### config.mk
export PLATFORM = sky130hd
export DESIGN_NAME = any1_issue_stage
export DESIGN_NICKNAME = d
export VERILOG_FILES = /design/src/rtl/any1_issue_stage.sv
export SDC_FILE = /design/constraint.sdc
export NUM_CORES = 1
export LEC_CHECK = 0
export BUFFER_PORTS_ARGS = -buffer_cell sky130_fd_sc_hd__buf_2
export CAP_MARGIN = 20
export CORE_MARGIN = 2
export CORE_UTILIZATION = 50
export CTS_BUF_LIST = sky130_fd_sc_hd__clkbuf_8
export DETAILED_ROUTE_END_ITERATION = 12
export MAX_ROUTING_LAYER = met4
export PLACE_DENSITY = 0.75
export SLEW_MARGIN = 10
export SYNTH_ARGS = -nofsm -noshare
export SYNTH_HDL_FRONTEND = slang
export SYNTH_SLANG_ARGS = --single-unit
### constraint.sdc
create_clock -name clk -period 3.5 [get_ports clk]
set_input_delay 0.525 -clock clk [delete_from_list [all_inputs] [get_ports clk]]
set_output_delay 0.525 -clock clk [all_outputs]
set_load 0.05 [all_outputs]
### src/rtl/any1_issue_stage.sv
//-----------------------------------------------------------------------------
// any1_issue_stage
//
// Issue/dispatch stage that sits directly after the instruction scheduler.
// A valid scheduler selection (sel_i[6] == 0) is captured together with its
// operand bundle into a 2-entry skid queue. The queue head (slot S0) is
// presented to the execute unit over a valid/ready handshake. Every accepted
// selection produces exactly one registered set_out strobe the following
// cycle, so the ROB can mark that entry as issued.
//
// Ports:
//   clk, rst_n        clock, asynchronous active-low reset
//   sel_i             scheduler selection, bit6=1 means "no selection"
//   sel_ir/pc/a/b/c_i operand bundle of the selected ROB entry
//   flush_i           kills all buffered issues (and same-cycle accept)
//   ex_rdy_i          execute unit accepts this cycle
//   ex_v/rid/ir/pc/a/b/c_o  registered issue bundle (head slot)
//   set_out_o, set_out_rid_o  one-cycle "mark ROB entry out" strobe
//   full_o            both slots occupied, current selection is dropped
//
// Optional feature (macro ANY1_ISSUE_STATS_EN):
//   stat_issued_o  saturating count of handshake (drain) cycles
//   stat_stall_o   saturating count of ex_v_o && !ex_rdy_i cycles
//   Both are cleared by reset only, never by flush.
//-----------------------------------------------------------------------------
module any1_issue_stage #(
  parameter int ROB_ENTRIES = 64,
  parameter int WID         = 64,
  parameter int IRW         = 40,
  localparam int RIDW       = $clog2(ROB_ENTRIES)
) (
  input  logic             clk,
  input  logic             rst_n,
  input  logic [RIDW:0]    sel_i,
  input  logic [IRW-1:0]   sel_ir_i,
  input  logic [31:0]      sel_pc_i,
  input  logic [WID-1:0]   sel_a_i,
  input  logic [WID-1:0]   sel_b_i,
  input  logic [WID-1:0]   sel_c_i,
  input  logic             flush_i,
  input  logic             ex_rdy_i,
  output logic             ex_v_o,
  output logic [RIDW-1:0]  ex_rid_o,
  output logic [IRW-1:0]   ex_ir_o,
  output logic [31:0]      ex_pc_o,
  output logic [WID-1:0]   ex_a_o,
  output logic [WID-1:0]   ex_b_o,
  output logic [WID-1:0]   ex_c_o,
  output logic             set_out_o,
  output logic [RIDW-1:0]  set_out_rid_o,
`ifdef ANY1_ISSUE_STATS_EN
  output logic             full_o,
  output logic [31:0]      stat_issued_o,
  output logic [31:0]      stat_stall_o
`else
  output logic             full_o
`endif
);

  typedef enum logic [1:0] {
    ST_EMPTY = 2'd0,
    ST_ONE   = 2'd1,
    ST_TWO   = 2'd2
  } state_e;

  typedef struct packed {
    logic [RIDW-1:0] rid;
    logic [IRW-1:0]  ir;
    logic [31:0]     pc;
    logic [WID-1:0]  a;
    logic [WID-1:0]  b;
    logic [WID-1:0]  c;
  } slot_t;

  state_e          state_q, state_d;
  slot_t           s0_q, s0_d;
  slot_t           s1_q, s1_d;
  logic            ex_v_q, ex_v_d;
  logic            set_out_q, set_out_d;
  logic [RIDW-1:0] set_out_rid_q, set_out_rid_d;
  slot_t           in_s;
  logic            acc_s;
  logic            drn_s;

  assign in_s  = '{rid: sel_i[RIDW-1:0], ir: sel_ir_i, pc: sel_pc_i,
                   a: sel_a_i, b: sel_b_i, c: sel_c_i};
  assign full_o = (state_q == ST_TWO);
  assign acc_s  = !sel_i[RIDW] && !full_o && !flush_i;
  assign drn_s  = ex_v_q && ex_rdy_i;

  // Next-state for the skid queue and the set_out strobe.
  always_comb begin
    state_d       = state_q;
    s0_d          = s0_q;
    s1_d          = s1_q;
    set_out_d     = 1'b0;
    set_out_rid_d = set_out_rid_q;
    if (flush_i) begin
      // Flush wins over any accept or drain in the same cycle.
      state_d = ST_EMPTY;
    end else begin
      case (state_q)
        ST_EMPTY: begin
          if (acc_s) begin
            s0_d    = in_s;
            state_d = ST_ONE;
          end else begin
            state_d = ST_EMPTY;
          end
        end
        ST_ONE: begin
          if (acc_s && drn_s) begin
            // Head leaves this cycle, so the newcomer becomes the head.
            s0_d    = in_s;
            state_d = ST_ONE;
          end else if (acc_s) begin
            s1_d    = in_s;
            state_d = ST_TWO;
          end else if (drn_s) begin
            state_d = ST_EMPTY;
          end else begin
            state_d = ST_ONE;
          end
        end
        ST_TWO: begin
          if (drn_s) begin
            s0_d    = s1_q;
            state_d = ST_ONE;
          end else begin
            state_d = ST_TWO;
          end
        end
        default: begin
          state_d = ST_EMPTY;
        end
      endcase
      set_out_d = acc_s;
      if (acc_s) begin
        set_out_rid_d = sel_i[RIDW-1:0];
      end else begin
        set_out_rid_d = set_out_rid_q;
      end
    end
    ex_v_d = (state_d != ST_EMPTY);
  end

  // State, slot data and registered strobe/valid outputs.
  always_ff @(posedge clk or negedge rst_n) begin
    if (!rst_n) begin
      state_q       <= ST_EMPTY;
      s0_q          <= '0;
      s1_q          <= '0;
      ex_v_q        <= 1'b0;
      set_out_q     <= 1'b0;
      set_out_rid_q <= '0;
    end else begin
      state_q       <= state_d;
      s0_q          <= s0_d;
      s1_q          <= s1_d;
      ex_v_q        <= ex_v_d;
      set_out_q     <= set_out_d;
      set_out_rid_q <= set_out_rid_d;
    end
  end

  assign ex_v_o        = ex_v_q;
  assign ex_rid_o      = s0_q.rid;
  assign ex_ir_o       = s0_q.ir;
  assign ex_pc_o       = s0_q.pc;
  assign ex_a_o        = s0_q.a;
  assign ex_b_o        = s0_q.b;
  assign ex_c_o        = s0_q.c;
  assign set_out_o     = set_out_q;
  assign set_out_rid_o = set_out_rid_q;

`ifdef ANY1_ISSUE_STATS_EN
  logic [31:0] stat_issued_q;
  logic [31:0] stat_stall_q;

  // Saturating issue/stall counters; flush deliberately leaves them alone.
  always_ff @(posedge clk or negedge rst_n) begin
    if (!rst_n) begin
      stat_issued_q <= 32'd0;
      stat_stall_q  <= 32'd0;
    end else begin
      if (drn_s && (stat_issued_q != 32'hFFFF_FFFF)) begin
        stat_issued_q <= stat_issued_q + 32'd1;
      end else begin
        stat_issued_q <= stat_issued_q;
      end
      if (ex_v_q && !ex_rdy_i && (stat_stall_q != 32'hFFFF_FFFF)) begin
        stat_stall_q <= stat_stall_q + 32'd1;
      end else begin
        stat_stall_q <= stat_stall_q;
      end
    end
  end

  assign stat_issued_o = stat_issued_q;
  assign stat_stall_o  = stat_stall_q;
`endif

endmodule

==> results of run 1 <==
-- registers in the layout, summed over array words and instances (netlist names) --
name / cells
s1_q: 270
ex_b_o: 64
state_q: 2
ex_a_o: 64
ex_v_o: 1
set_out_o: 1
ex_rid_o: 6
ex_c_o: 64
ex_pc_o: 32
ex_ir_o: 40
set_out_rid_o: 6
-- power breakdown --
| group | total [W] | switching (W) | internal [W] |
|---|---|---|---|
| combinational | 0.00681 | 0.00422 | 0.00259 |
| sequential | 0.00911 | 0.000955 | 0.00816 |
| clock | 0.00545 | 0.00250 | 0.00295 |
| total | 0.0214 | 0.00767 | 0.0137 |
-- layout make-up --
cell class / instances / area share
Sequential cell: 550 / 0.462
Antenna cell: 28 / 0.00235
Tap cell: 664 / 0.0279
Clock inverter: 46 / 0.00856
Inverter: 5 / 0.000630
Timing Repair Buffer: 591 / 0.110
Multi-Input combinational cell: 835 / 0.339
Clock buffer: 109 / 0.0503
-- how the worst max path moves through the flow --
stage,to
finish,ex_ir_o[10]
global route,ex_ir_o[10]
CTS,ex_ir_o[10]
detailed placement,ex_ir_o[10]
global placement,ex_ir_o[10]
floorplan,s1_q[100]
-- synth_stat cells (2+ instances only) --
cell type	n	area, um2
nor2_1	3	11.3
mux2_1	6	67.6
mux2_4	200	3000
or3_1	2	12.5
mux2_2	610	6870
inv_1	5	18.8
buf_4	27	203
dfrtp_1	550	13800
buf_2	31	155
a21oi_1	3	15.0
ha_1	2	25.0
buf_8	22	330
clkbuf_1	10	37.5
-- stage by stage --
step / area [um2] / cells / setup WS [ns] / util / total power (W)
final: 29800 / 2828 / 0.403 / 0.611 / 0.0214
after global routing: 29800 / 2825 / 0.262 / 0.611 / 0.0224
after CTS: 29700 / 2800 / 0.407 / 0.610 / 0.0216
after detailed placement: 28000 / 2644 / 0.429 / 0.574 / 0.0160
after global placement: 28000 / 2644 / 0.530 / 0.574 / 0.0158
after floorplan: 24600 / 1480 / 0.481 / - / 0.0142
-- cell families (layout without fill, tap and decap cells) --
| group | count (synthesis) | after routing | share of synthesized area |
|---|---|---|---|
| AOI/OAI and AO/OA | 8 | 8 | 0.00265 |
| adders and majority gates | 2 | 2 | 0.00102 |
| buffers and inverters | 95 | 751 | 0.0303 |
| DFF | 550 | 550 | 0.560 |
| muxes | 816 | 816 | 0.404 |
| other | 0 | 28 | 0 |
| and+or+nand+nor | 9 | 9 | 0.00198 |
-- routing by layer --
metal | share of wire | global-route usage | vias up | wire length, um
met5 | 0 | - | - | 0
met4 | 0.038 | 0.106 | 0 | 2170
met3 | 0.062 | 0.0669 | 127 | 3570
met2 | 0.50 | 0.363 | 411 | 28400
met1 | 0.40 | 0.269 | 7491 | 23000
li1 | - | - | 6555 | -
==> results.py, run 1 <==
metrics = {
    "status": {
        "status": "completed",
    },
    "clock_network": {
        "cts_tree": "done",
        "clkLatencyLatePin_ns": 0.68,
        "htreeDepth": 3,
        "clock-root-buffer": "clkbuf_8",
        "max-clock-path-buffers": 3,
        "cts_hold_buf": 1,
        "postCtsSetupRepairBufs": 0,
        "cts.sinks": 550,
        "post_cts_resized": 0,
        "numCtsBuffers": 92,
        "clk_pin_slew_ns": 0.06,
    },
    "timing": {
        "period_needed_ns": 3.10,
        "maxSlewHeadroom": 0.399,
        "final_max_slew_viol_count": 0,
        "setup_viol": 0,
        "max_clock_freq_mhz": 323,
        "rsz0062_at_grt": "false",
        "tightest_slew_ns": 0.902,
        "fin_crit_sh": 0.885,
        "finClkSkew_ns": 0.0360,
        "hold_slack_ns": 0.0886,
        "tns_ns": 0,
        "finalHoldViolCount": 0,
    },
    "synthesis": {
        "ys_seq_area_frac": 0.560,
        "ys_types": 22,
        "syn-num-nets": 1757,
        "synth-edff-count": 0,
        "synth_async_sr_flop_share": 1.00,
        "synth_area_um2": 24600,
        "synth-seq-cells": 550,
        "synth_warnings": 0,
        "synthCells": 1480,
        "syn-mean-instance-area_um2": 16.6,
        "synthFlopType": "dfrtp_1",
    },
    "drt": {
        "drt-pass1-iter-count": 5,
        "post_drt_wl_per_cell_um": 20.2,
        "routed_wl_um": 57200,
        "routed-via-count": 14600,
        "ant_nets": 0,
        "drc": 0,
        "drtIter0Drc": 546,
        "viasPerCell": 5.16,
    },
    "critical_path": {
        "cp.required_ns": 4.04,
        "cp.depth": 10,
        "cp_max_fo": 37,
        "cp-startpoint": "state_q[0]",
        "crit_family": "buffers and inverters",
        "rr_endpoint": "ex_ir_o[10]",
        "crit_path_end_kind": "flip-flop",
        "r2r_setup_slack_ns": 0.40,
        "slowest_stage": "dfrtp_1",
        "cpPeakStageDelay_ns": 0.43,
        "worstPathCellList": "nand2b_4 > inv_1 > or3_1 > inv_1 > ha_1 > a21oi_1 > o31ai_4 > buf_12 > buf_12 > mux2_2",
        "cp_num_buf_inv": 4,
        "startpoint_type": "flip-flop",
        "cp.arrival_ns": 3.64,
        "reg2reg_from": "state_q[0]",
        "critical_path_class": "flip-flop to flip-flop",
        "worstRegToRegCells": 10,
    },
    "job": {
        "drv_cap": 0,
    },
    "placed_design": {
        "port-buffer-count": 553,
        "hpwl_um": 39400,
        "gp_congestion": 0.844,
    },
    "hold_path": {
        "hp-start": "sel_c_i[9]",
        "hold_depth": 2,
        "hold_class": "primary input to flip-flop",
        "hold_path_end": "s1_q[9]",
    },
    "final_layout": {
        "n_fill_cell": 3665,
        "regArea_um2": 13800,
        "layout.nets": 2352,
        "drive_gt1_frac": 0.714,
        "areaGrowthSynthToFinish_pct": 21.2,
        "multi_input_area_um2": 10100,
        "final_common_cell": "mux2_2",
        "layout_common_cells": "610 x mux2_2, 552 x buf_2, 550 x dfrtp_1",
    },
    "power_and_ir_drop": {
        "ir_drop_uv": 508,
        "power.density_nw_per_um2": 717,
        "leakage_nw": 14.1,
    },
    "grt": {
        "grt_max_degree": 133,
        "grt_usage": 0.229,
        "grt_pass1_wl_um": 88500,
        "overflow": 0,
        "grt_pass1_vias": 15900,
        "antenna_found_initial": 25,
    },
    "die": {
        "core_um2": 48700,
        "die_h_um": 226,
        "start_util": 0.504,
        "row_count": 81,
        "dieWidth_um": 226,
        "die_area_um2": 51000,
        "io_pins": 554,
    },
}
(Power assumes the default switching activity.)
==> run 2, diff against run 1 <==
Settings changed: ABC_AREA from default to 1, CTS_CLUSTER_DIAMETER from default to 30.
==> run 2 against run 1 <==
Against the previous run: critical path type is now flip-flop to output pin; area after synthesis decreased by 3.4%; sequential cell count is the same; final area rose by 0.24%; critical endpoint is now full_o; via count rose by 43%; sequential share of layout area down 0.11 points; routed wire length grew 13%; first-iteration DRC count rose to 3.2 times the previous value; critical path depth shrank 7; synthesized cell count increased by 100%.
==> results.py, run 2 <==
metrics = {
    "placed_design": {
        "hpwl_um": 42400,
        "place_inst": 3989,
        "place_area_um2": 27000,
        "port-buffer-count": 553,
        "gp_congestion": 0.885,
    },
    "status": {
        "status": "completed",
    },
    "synthesis": {
        "synth_area_um2": 23800,
        "synth_async_sr_flop_share": 1.00,
        "synth-edff-count": 0,
        "synthFlopType": "dfrtp_1",
        "yosys-top-cells-count": "1453 x nand2_1, 550 x dfrtp_1, 250 x o21ai_0",
        "syn-mean-instance-area_um2": 7.99,
        "synth_most_common_cell": "nand2_1",
        "ys_seq_area_frac": 0.579,
        "yosys-top-cells-area": "dfrtp_1 58%, nand2_1 23%, o21ai_0 5.3%, o21ai_1 4.8%, inv_1 3.9%",
        "syn-num-nets": 3248,
        "ys_types": 17,
        "synth_top_area_share": 0.579,
        "yosys.area.top_type": "dfrtp_1",
        "synth-seq-cells": 550,
        "synthCells": 2971,
        "synth_warnings": 0,
    },
    "clock_network": {
        "max-clock-path-buffers": 3,
        "cts.sinks": 550,
        "htreeDepth": 3,
        "clkLatencyLatePin_ns": 0.69,
        "postCtsSetupRepairBufs": 0,
        "post_cts_resized": 0,
        "cts_hold_buf": 1,
        "cts_tree": "done",
        "numCtsBuffers": 112,
        "clock-root-buffer": "clkbuf_8",
        "clk_pin_slew_ns": 0.07,
    },
    "grt": {
        "grt_usage": 0.269,
        "grt_pass1_wl_um": 104000,
        "overflow": 0,
        "grt_pass1_vias": 20100,
        "antenna_found_initial": 15,
        "grt_max_degree": 210,
    },
    "final_layout": {
        "final_area_um2": 29900,
        "areaGrowthSynthToFinish_pct": 25.8,
        "largest_reg_flops": 270,
        "layout_common_cells": "1452 x nand2_1, 552 x buf_2, 550 x dfrtp_1",
        "instances_no_fill": 4214,
        "drive_gt1_frac": 0.221,
        "top_register": "s1_q",
        "final_common_cell": "nand2_1",
        "layout.nets": 3774,
    },
    "die": {
        "core_um2": 46800,
        "io_pins": 554,
        "dieWidth_um": 222,
        "die_h_um": 222,
        "row_count": 79,
        "die_area_um2": 49300,
        "start_util": 0.508,
    },
    "drt": {
        "routed_wl_um": 64400,
        "drc": 0,
        "viasPerCell": 4.96,
        "drt-pass1-iter-count": 6,
        "ant_nets": 0,
        "drtIter0Drc": 1753,
        "post_drt_wl_per_cell_um": 15.3,
        "routed-via-count": 20900,
    },
    "critical_path": {
        "cp.arrival_ns": 2.50,
        "cp_max_fo": 209,
        "critical_path_class": "flip-flop to output pin",
        "startpoint_type": "flip-flop",
        "reg2reg_from": "state_q[0]",
        "crit_path_end_kind": "output pin",
        "cp.required_ns": 2.97,
        "cp-startpoint": "state_q[0]",
    },
    "timing": {
        "tns_ns": 0,
        "fin_crit_sh": 0.865,
        "setup_viol": 0,
        "finClkSkew_ns": 0.0200,
        "tightest_slew_ns": 0.995,
        "finalHoldViolCount": 0,
        "max_clock_freq_mhz": 330,
        "final_max_slew_viol_count": 0,
        "period_needed_ns": 3.03,
        "rsz0062_at_grt": "false",
        "maxSlewHeadroom": 0.336,
    },
    "power_and_ir_drop": {
        "leakage_nw": 16.6,
        "ir_drop_uv": 524,
        "power.density_nw_per_um2": 798,
    },
    "job": {
        "drv_cap": 0,
    },
    "hold_path": {
        "hold_class": "primary input to flip-flop",
        "hp-start": "sel_ir_i[28]",
    },
}
-- run 2: cell count changes after synthesis, moves of 200 or more --
cell | previous run | this run
mux2_4 | 200 | 0
mux2_2 | 610 | 0
inv_1 | 5 | 248
o21ai_0 | 1 | 250
nand2_1 | 1 | 1453
o21ai_1 | 0 | 230
-- run 2: logic make-up (layout without fill, tap and decap cells) --
kind of cell             Yosys count  in the layout  share of synthesized area
AO/OA/AOI/OAI                    487            487                      0.103
buffers and inverters            431           1052                     0.0765
other                              0             15                          0
adder cells (fa/ha/maj)            2              2                    0.00105
flip-flops                       550            550                      0.579
AND/OR/NAND/NOR                 1501           1501                      0.240
-- run 2: routing by layer --
layer | global-route usage | vias to the layer above | routed length (um)
met5 | - | - | 0
li1 | - | 10300 | -
met3 | 0.0619 | 157 | 4030
met1 | 0.331 | 9832 | 26800
met4 | 0.123 | 0 | 2650
met2 | 0.425 | 661 | 31000
-- run 2: cell type report --
type	count	area, um2
timing repair buffer	593	3320
inverter	250	938
antenna	15	37.5
sequential	550	13800
clock inverter	67	918
multi-input combinational	1990	8190
clock buffer	142	1950
fill	4006	16900
tap	607	759
-- run 2: worst paths after layout --
check | endpoint | slack (ns) | cells past startpoint
worst max-delay path | full_o | 0.47 | 3
worst min-delay path | s1_q[252] | 0.08 | 3
worst max register to register | ex_pc_o[18] | 0.95 | 10
worst min register to register | ex_a_o[1] | 0.46 | 2
max in group asynchronous | ex_a_o[0] | 2.04 | 3
min in group asynchronous | ex_pc_o[15] | 0.45 | 2
-- run 2: stage by stage --
stage          utilization  setup WS (ns)  power [W]  hold WS, ns
2_1_floorplan            -           1.12     0.0137        0.229
3_3_place_gp         0.577          0.942     0.0155        0.448
5_1_grt              0.639          0.319     0.0250       0.0472
6_report             0.639          0.473     0.0239       0.0764
4_1_cts              0.638          0.389     0.0240       0.0117
3_5_place_dp         0.577          0.887     0.0157        0.453
-- run 2: report_power, final --
part | internal (W) | switching (W)
Clock | 0.00531 | 0.00293
Sequential | 0.00812 | 0.00109
Combinational | 0.00156 | 0.00484
Total | 0.0150 | 0.00886
-- run 2: worst max-delay path, cell delays in order (launching register included) --
cell and delay, ns:
dfrtp_1 0.45, nor2_4 0.32, buf_12 0.52, buf_2 0.40
